File: config.mk
export PLATFORM = sky130hd
export DESIGN_NAME = pipe_hazard_unit
export DESIGN_NICKNAME = d
export VERILOG_FILES = /design/src/rtl/pipe_hazard_unit.sv
export SDC_FILE = /design/constraint.sdc
export NUM_CORES = 1
export LEC_CHECK = 0
export ABC_CLOCK_PERIOD_IN_PS = 2200
export CAP_MARGIN = 0
export CORE_UTILIZATION = 49
export CTS_CLUSTER_SIZE = 28
export DETAILED_ROUTE_END_ITERATION = 10
export GPL_ROUTABILITY_DRIVEN = 0
export HOLD_SLACK_MARGIN = 0.12
export PLACE_DENSITY = 0.79
export SLEW_MARGIN = 20
export SYNTH_ARGS = -nofsm -noshare
export SYNTH_HDL_FRONTEND = slang
export SYNTH_SLANG_ARGS = --single-unit
File: constraint.sdc
create_clock -name clock -period 2.2 [get_ports clock]
set_clock_uncertainty 0.1 [all_clocks]
set_input_delay 0.22 -clock clock [delete_from_list [all_inputs] [get_ports clock]]
set_output_delay 0.22 -clock clock [all_outputs]
set_load 0.1 [all_outputs]
File: src/rtl/pipe_hazard_unit.sv
// pipe_hazard_unit
//   ID-stage hazard and forwarding unit. A private scoreboard follows every
//   register writer through the DEPTH stages after ID (entry 0 = EXE,
//   1 = MEM, 2 = WB, ...). It produces per-operand forward selects, a
//   load-use stall and a saturating count of stall cycles.
//
// Parameters
//   AW        register-number width (register 0 is hardwired zero)
//   DEPTH     post-ID stages tracked (>= 1)
//   LOAD_LAT  first entry index whose result bus carries load data (< DEPTH)
//   CW        stall counter width
//   FW        forward-select width, derived from DEPTH
//
// Ports
//   clock, reset          rising-edge clock, synchronous active-high reset
//   id_valid              ID holds a real instruction
//   id_rs / id_rt         source register numbers
//   id_use_rs / id_use_rt instruction reads that source
//   id_wreg, id_rn        instruction writes register id_rn
//   id_m2reg              instruction is a load
//   flush                 squash the ID instruction
//   fwda / fwdb           0 = register file, k+1 = result bus of entry k
//   nostall               0 = hold PC and IF/ID, insert a bubble
//   stall_cnt             saturating count of stall cycles
module pipe_hazard_unit #(
  parameter int AW       = 5,
  parameter int DEPTH    = 3,
  parameter int LOAD_LAT = 1,
  parameter int CW       = 16,
  localparam int FW      = $clog2(DEPTH + 1)
) (
  input  logic          clock,
  input  logic          reset,
  input  logic          id_valid,
  input  logic [AW-1:0] id_rs,
  input  logic [AW-1:0] id_rt,
  input  logic          id_use_rs,
  input  logic          id_use_rt,
  input  logic          id_wreg,
  input  logic [AW-1:0] id_rn,
  input  logic          id_m2reg,
  input  logic          flush,
  output logic [FW-1:0] fwda,
  output logic [FW-1:0] fwdb,
  output logic          nostall,
  output logic [CW-1:0] stall_cnt
);

  // Scoreboard entries: valid, destination register, writer is a load.
  logic          v_q  [DEPTH];
  logic [AW-1:0] rn_q [DEPTH];
  logic          ld_q [DEPTH];

  logic [CW-1:0] stall_cnt_q;
  logic [CW-1:0] stall_cnt_d;

  logic hazard_a;
  logic hazard_b;
  logic push_v;

  // Scan from the oldest entry to the youngest so that the youngest matching
  // writer overwrites any older match. Entries never hold rn = 0, so a read
  // of register 0 can never match.
  always_comb begin
    fwda     = '0;
    fwdb     = '0;
    hazard_a = 1'b0;
    hazard_b = 1'b0;
    for (int k = DEPTH - 1; k >= 0; k--) begin
      if (v_q[k] && (rn_q[k] == id_rs) && id_use_rs && id_valid) begin
        fwda     = FW'(k + 1);
        hazard_a = ld_q[k] && (k < LOAD_LAT);
      end
      if (v_q[k] && (rn_q[k] == id_rt) && id_use_rt && id_valid) begin
        fwdb     = FW'(k + 1);
        hazard_b = ld_q[k] && (k < LOAD_LAT);
      end
    end
  end

  assign nostall = ~(hazard_a | hazard_b);

  // A stalled or flushed instruction enters the pipe as a bubble.
  assign push_v = nostall & ~flush & id_valid & id_wreg & (id_rn != '0);

  assign stall_cnt_d = (!nostall && (stall_cnt_q != '1)) ? stall_cnt_q + 1'b1
                                                         : stall_cnt_q;

  // The stages after ID never stall, so every entry shifts each clock.
  always_ff @(posedge clock) begin
    if (reset) begin
      for (int k = 0; k < DEPTH; k++) begin
        v_q[k]  <= 1'b0;
        rn_q[k] <= '0;
        ld_q[k] <= 1'b0;
      end
      stall_cnt_q <= '0;
    end else begin
      v_q[0]  <= push_v;
      rn_q[0] <= push_v ? id_rn : '0;
      ld_q[0] <= push_v & id_m2reg;
      for (int k = 1; k < DEPTH; k++) begin
        v_q[k]  <= v_q[k-1];
        rn_q[k] <= rn_q[k-1];
        ld_q[k] <= ld_q[k-1];
      end
      stall_cnt_q <= stall_cnt_d;
    end
  end

  assign stall_cnt = stall_cnt_q;

endmodule
After elaboration in Yosys (flattened, before gate mapping). Memory sizes are Yosys's and may differ from the RTL's. Cells that the tools add are included.

Register bits: 16. RAM bits: 21. Input bits: 23. Output and inout bits: 21. Logic and storage cells: 70. Memories kept: 3.

Add/subtract/negate cells: 1. Equality and inequality tests: 7. Muxes and demuxes: 21. Bitwise gates (word level): 17. Reduce and logical (&&, ||, !) cells: 20.

Memory list: rn_q (words 3, bits a word 5, rd ports 3, clocked after memory_dff 0, wr ports 3, line 51) `logic [AW-1:0] rn_q [DEPTH];`; ld_q (words 3, bits a word 1, rd ports 2, clocked after memory_dff 0, wr ports 3, line 52) `logic ld_q [DEPTH];`; v_q (words 3, bits a word 1, rd ports 3, clocked after memory_dff 0, wr ports 3, line 50) `logic v_q [DEPTH];`.

Operator list (number): 5-bit == test (6); 5-bit 2-to-1 mux (4); 1-bit logical AND (19); 16-bit by 1-bit adder with 16-bit output (second input constant) (1); 16-bit != test (second input constant) (1); 2-bit 2-to-1 mux (6); 1-bit 2-to-1 mux (11); 1-bit OR (10); 1-bit bitwise AND (5); 5-bit nonzero test (1); 1-bit inverter (2).

Depth between registers and ports, before layout.
Word-level depth: 13. Mapped depth: 6. Mapped depth without buffers: 5.

Least setup slack after synthesis. OpenSTA, ideal clock, no wires.

Kind: reg-to-output. Start: mem rn_q[1][3] (netlist: rn_q[0][8]). End: out fwdb[0]. Arrival time: 3.791 ns. Data required time: 1.880 ns. Setup slack: -1.911 ns. Stages on the path, launching flop included: 5. Buffers on the path: 0. Path through: dfxtp_1 -> xor2_1 -> nor4_1 -> and4_1 -> o41ai_1.

RTL lines: start: declaration (line 51); end: declaration (line 44) `output logic [FW-1:0] fwdb,`.

Final worst setup path.
Start: in id_rs[2]. End: reg stall_cnt_q[12] (netlist: stall_cnt[12]).

Word-level cells in the longest chain between the ends: 7.

Ends and longest elaborated chain: start: declaration (line 35) `input logic [AW-1:0] id_rs,`; 5-bit == test (line 70) `if (v_q[k] && (rn_q[k] == id_rs) && id_use_rs && id_valid) begin`; 1-bit logical AND (3 in series) (line 70); 1-bit 2-to-1 mux (line 70); 1-bit OR (line 81) `assign nostall = ~(hazard_a | hazard_b);`; 1-bit logical AND (line 86) `assign stall_cnt_d = (!nostall && (stall_cnt_q != '1)) ? stall_cnt_q + 1'b1`; end signal: assignment (line 107) `stall_cnt_q <= stall_cnt_d;`; end: declaration (line 54) `logic [CW-1:0] stall_cnt_q;`.

No other way between the ends. A chain may end at the register's enable or synchronous reset.

==> impl_summary.md <==
Status
The run finished with clean final reports.

Power
The peak supply drop is 0.397 mV. The completed layout was analyzed and its total power is around 1.2 mW. The power per unit of standard cell area is about 440 mW/mm^2. In this run the static leakage power is about 1.1 nW.

Clock tree
The clock latency reported for the late side of the worst-skew pair is ~0.28 ns. Buffers inserted during clock tree synthesis total 5. The TritonCTS clock tree is yes. The H-tree was split into 2 levels. The cell sitting at the root of the clock tree is a sky130_fd_sc_hd__clkbuf_8. For this design, the CTS-stage hold fixing added 0 buffers. Clock-pin slew was measured on the worst setup and hold paths at 0.07 ns. CTS saw 35 sinks. No sink is reached through more buffers than the 2 on the longest clock path.

Global route
The first global-routing pass estimated 7470 microns of wire. The via count of the first global-routing pass is 1591. The overall fraction of global-route tracks in use is approximately a quarter.

The pin count of the biggest net entering global routing is 36. The number of antenna violations at the first check in global routing was 0. Summed over all layers, the global routing overflow is 0.

Routing
In this run, the number of DRC markers left after iteration 0 of detailed routing was 67. The detailed router placed ~1700 vias in this run. In the routed design, unresolved DRC markers number 0. Dividing the detail-routed wire length by the instance count gives 15.1 microns.

Dividing the detail-routed via count by the number of cells gives 5.45. For this run, the detailed router's first-pass iteration total came to 6. The number of nets with antenna violations after routing is 0.

For this block, the routed nets add up to between 4000 and 5000 microns of wire.

Layout
The post-route non-filler standard cell count is ~310. 0 antenna diodes ended up in the layout. The net count of the finished layout is ~290.

The top cell types in the final layout, fill and taps aside, are 38 x sky130_fd_sc_hd__buf_4, 17 x sky130_fd_sc_hd__nor2b_1, 17 x sky130_fd_sc_hd__dfxtp_2, 15 x sky130_fd_sc_hd__xnor2_1, 15 x sky130_fd_sc_hd__clkdlybuf4s50_1. The fraction of layout cells with a size suffix above 1 is 35.4%. From synthesis to final layout, the design area changed by 50.1%. The final non-filler cell area is between 0.002 and 0.003 sq mm. The most common cell after layout, fill and taps aside is sky130_fd_sc_hd__buf_4.

Synth
After synthesis, the share of flip-flops with an asynchronous set or reset is 0%. The netlist uses 39 different library cells. Summing every instance area after synthesis gives approximately 0.0018 sq mm. Yosys mapped a number of flops with a built-in enable equal to 0.

Counting flops and latches in the post-synthesis netlist gives 35. The Yosys step of the flow raised 0 warnings. The share of the Yosys chip area taken by registers is about two fifths.

The share of synthesized area in the top cell type comes to about two fifths. Synthesis produced 200 cells. By area the synthesized netlist is led by sky130_fd_sc_hd__dfxtp_1 38%, sky130_fd_sc_hd__xnor2_1 7.2%, sky130_fd_sc_hd__xor2_1 7.2%.

Among all flip-flop cells after synthesis, the most frequent one is sky130_fd_sc_hd__dfxtp_1. The synthesized design spends more area on one cell type than any other, namely sky130_fd_sc_hd__dfxtp_1. Counting every net in the synthesized netlist gives 224. Each instance of the synthesized netlist takes up on average approximately 9.2 sq um.

Flow run
The count of maximum capacitance violations is 0.

Die
The die covers 0.00399 sq mm. The number of core rows is 21. The width of the chip is about 63 microns.

The initial standard-cell utilization of the core is ~53%. The count of pins on the block boundary is 44. The die is roughly 63 microns tall.

The floorplan step defined a core boundary enclosing between 0.003 and 0.004 sq mm.

Worst hold path
The worst hold path belongs to the class register to register. The worst hold path begins at stall_cnt[10].

STA
The final number of setup-violating endpoints is 0. The number of hold-slack violations in the final timing report was 0. The number of max-slew violations in the final report is 0. The final period demand of the worst path is approximately 2.1 ns. The part of the cycle the worst path needs is a little under 100%. At the pin with the least slew margin, the transition time is slightly above 0.4 ns.

The relative max-transition margin is between 70% and 80%. The final total negative setup slack is 0 ns. For this run, the top clock speed supported by timing is between 400 and 500 MHz.

Critical path
The startpoint of the worst-slack reg-to-reg timing path is rn_q[0][4]. The critical path startpoint is id_rs[2]. STA classifies the critical path startpoint as a primary input. The arrival time of data at the critical path endpoint is 2.26 ns. The endpoint class of the critical path is a register. Data on the critical path is required at its endpoint by 2.31 ns. The worst setup path is of the primary input to register kind. In this run the worst path has a maximum fanout of 12.

Placement
The placed cell area is 0.00253 sq mm. In this run, placement finished with an instance count of ~300. The count of buffers added on input and output ports is 43.

The total half-perimeter wirelength after legalization and detailed placement is 3380 microns.
critical path: stages:
cell                              delay (ns)
sky130_fd_sc_hd__clkdlybuf4s50_1        0.46
sky130_fd_sc_hd__xor2_1                 0.18
sky130_fd_sc_hd__nor4_4                 0.35
sky130_fd_sc_hd__a32oi_4                0.21
sky130_fd_sc_hd__buf_12                 0.19
sky130_fd_sc_hd__or4_1                  0.49
sky130_fd_sc_hd__a21oi_2                0.15
synth_stat cells (2+ instances only):
cell                       instances
sky130_fd_sc_hd__nor3b_1           2
sky130_fd_sc_hd__nand2b_1          4
sky130_fd_sc_hd__and2_1            6
sky130_fd_sc_hd__o31ai_1           6
sky130_fd_sc_hd__buf_2             2
sky130_fd_sc_hd__mux2_2            5
sky130_fd_sc_hd__a21oi_1           7
sky130_fd_sc_hd__nand4_1           8
sky130_fd_sc_hd__inv_1             3
sky130_fd_sc_hd__o41ai_1           2
sky130_fd_sc_hd__nor2_1           10
sky130_fd_sc_hd__xnor2_1          15
sky130_fd_sc_hd__o21a_1            2
sky130_fd_sc_hd__or4_1             6
sky130_fd_sc_hd__dfxtp_1          35
sky130_fd_sc_hd__nor4_1            5
sky130_fd_sc_hd__nand3_1           6
sky130_fd_sc_hd__or4b_1            2
sky130_fd_sc_hd__clkbuf_1          5
sky130_fd_sc_hd__nor3_1            6
sky130_fd_sc_hd__xor2_1           15
sky130_fd_sc_hd__and3_1            3
sky130_fd_sc_hd__nand2_1          10
sky130_fd_sc_hd__and4_1            4
sky130_fd_sc_hd__nor2b_1          17
cell type report:
type	instances	area, sq um
Multi-Input combinational cell	155	1220
Fill cell	235	716
Inverter	3	11.3
Timing Repair Buffer	67	642
Clock buffer	7	76.3
Sequential cell	35	737
Tap cell	46	57.6
Clock inverter	1	5.00
sequential cells by signal (all words and copies together) (netlist names):
| name | flops |
|---|---|
| rn_q | 15 |
| ld_q | 1 |
| stall_cnt | 16 |
| v_q | 3 |
metrics by stage:
stage	hold slack [ns]	setup slack, ns	utilization (%)
2_1_floorplan	0.242	0.0113	-
3_3_place_gp	0.350	-0.232	73.1
3_5_place_dp	0.356	-0.330	73.1
4_1_cts	0.366	0.00557	76.6
5_1_grt	0.408	-0.0181	79.4
6_report	0.366	0.0562	79.4
repair_timing:
item	in CTS	in global routing
pin swaps	3	7
cloned	0	1
endpoints found under the setup margin	5	11
resized for setup	17	12
setup buffers	1	1
cell families (layout without fill, tap and decap cells):
group | Yosys count | in the layout | share of synthesized area, %
AND/OR/NAND/NOR | 95 | 95 | 31.9
XOR/XNOR | 30 | 30 | 14.3
flip-flops | 35 | 35 | 38.2
AO/OA/AOI/OAI | 23 | 23 | 9.14
adder cells (fa/ha/maj) | 1 | 1 | 0.682
buffers and inverters | 10 | 78 | 2.18
multiplexers | 6 | 6 | 3.62
per-layer routing:
layer / vias to the layer above / track usage, % / routed length [microns]
li1: 854 / - / -
met3: 5 / 4.17 / 217
met1: 794 / 32.5 / 2230
met4: 0 / 9.38 / 55
met2: 58 / 38.8 / 2240
met5: - / 0 / 0
report_power, final:
group | internal [mW] | leakage [nW] | total [mW] | switching, mW
combinational | 0.0758 | 0.733 | 0.138 | 0.0623
sequential | 0.633 | 0.294 | 0.638 | 0.00488
clock | 0.222 | 0.0422 | 0.447 | 0.225
final timing paths:
path	slack (ns)	cells past startpoint	to
setup / recovery	0.06	7	stall_cnt[12]
hold / removal	0.37	2	stall_cnt[10]
setup reg to reg	0.08	6	stall_cnt[12]
hold reg to reg	0.37	2	stall_cnt[10]
Power figures use the tool's default switching activity.
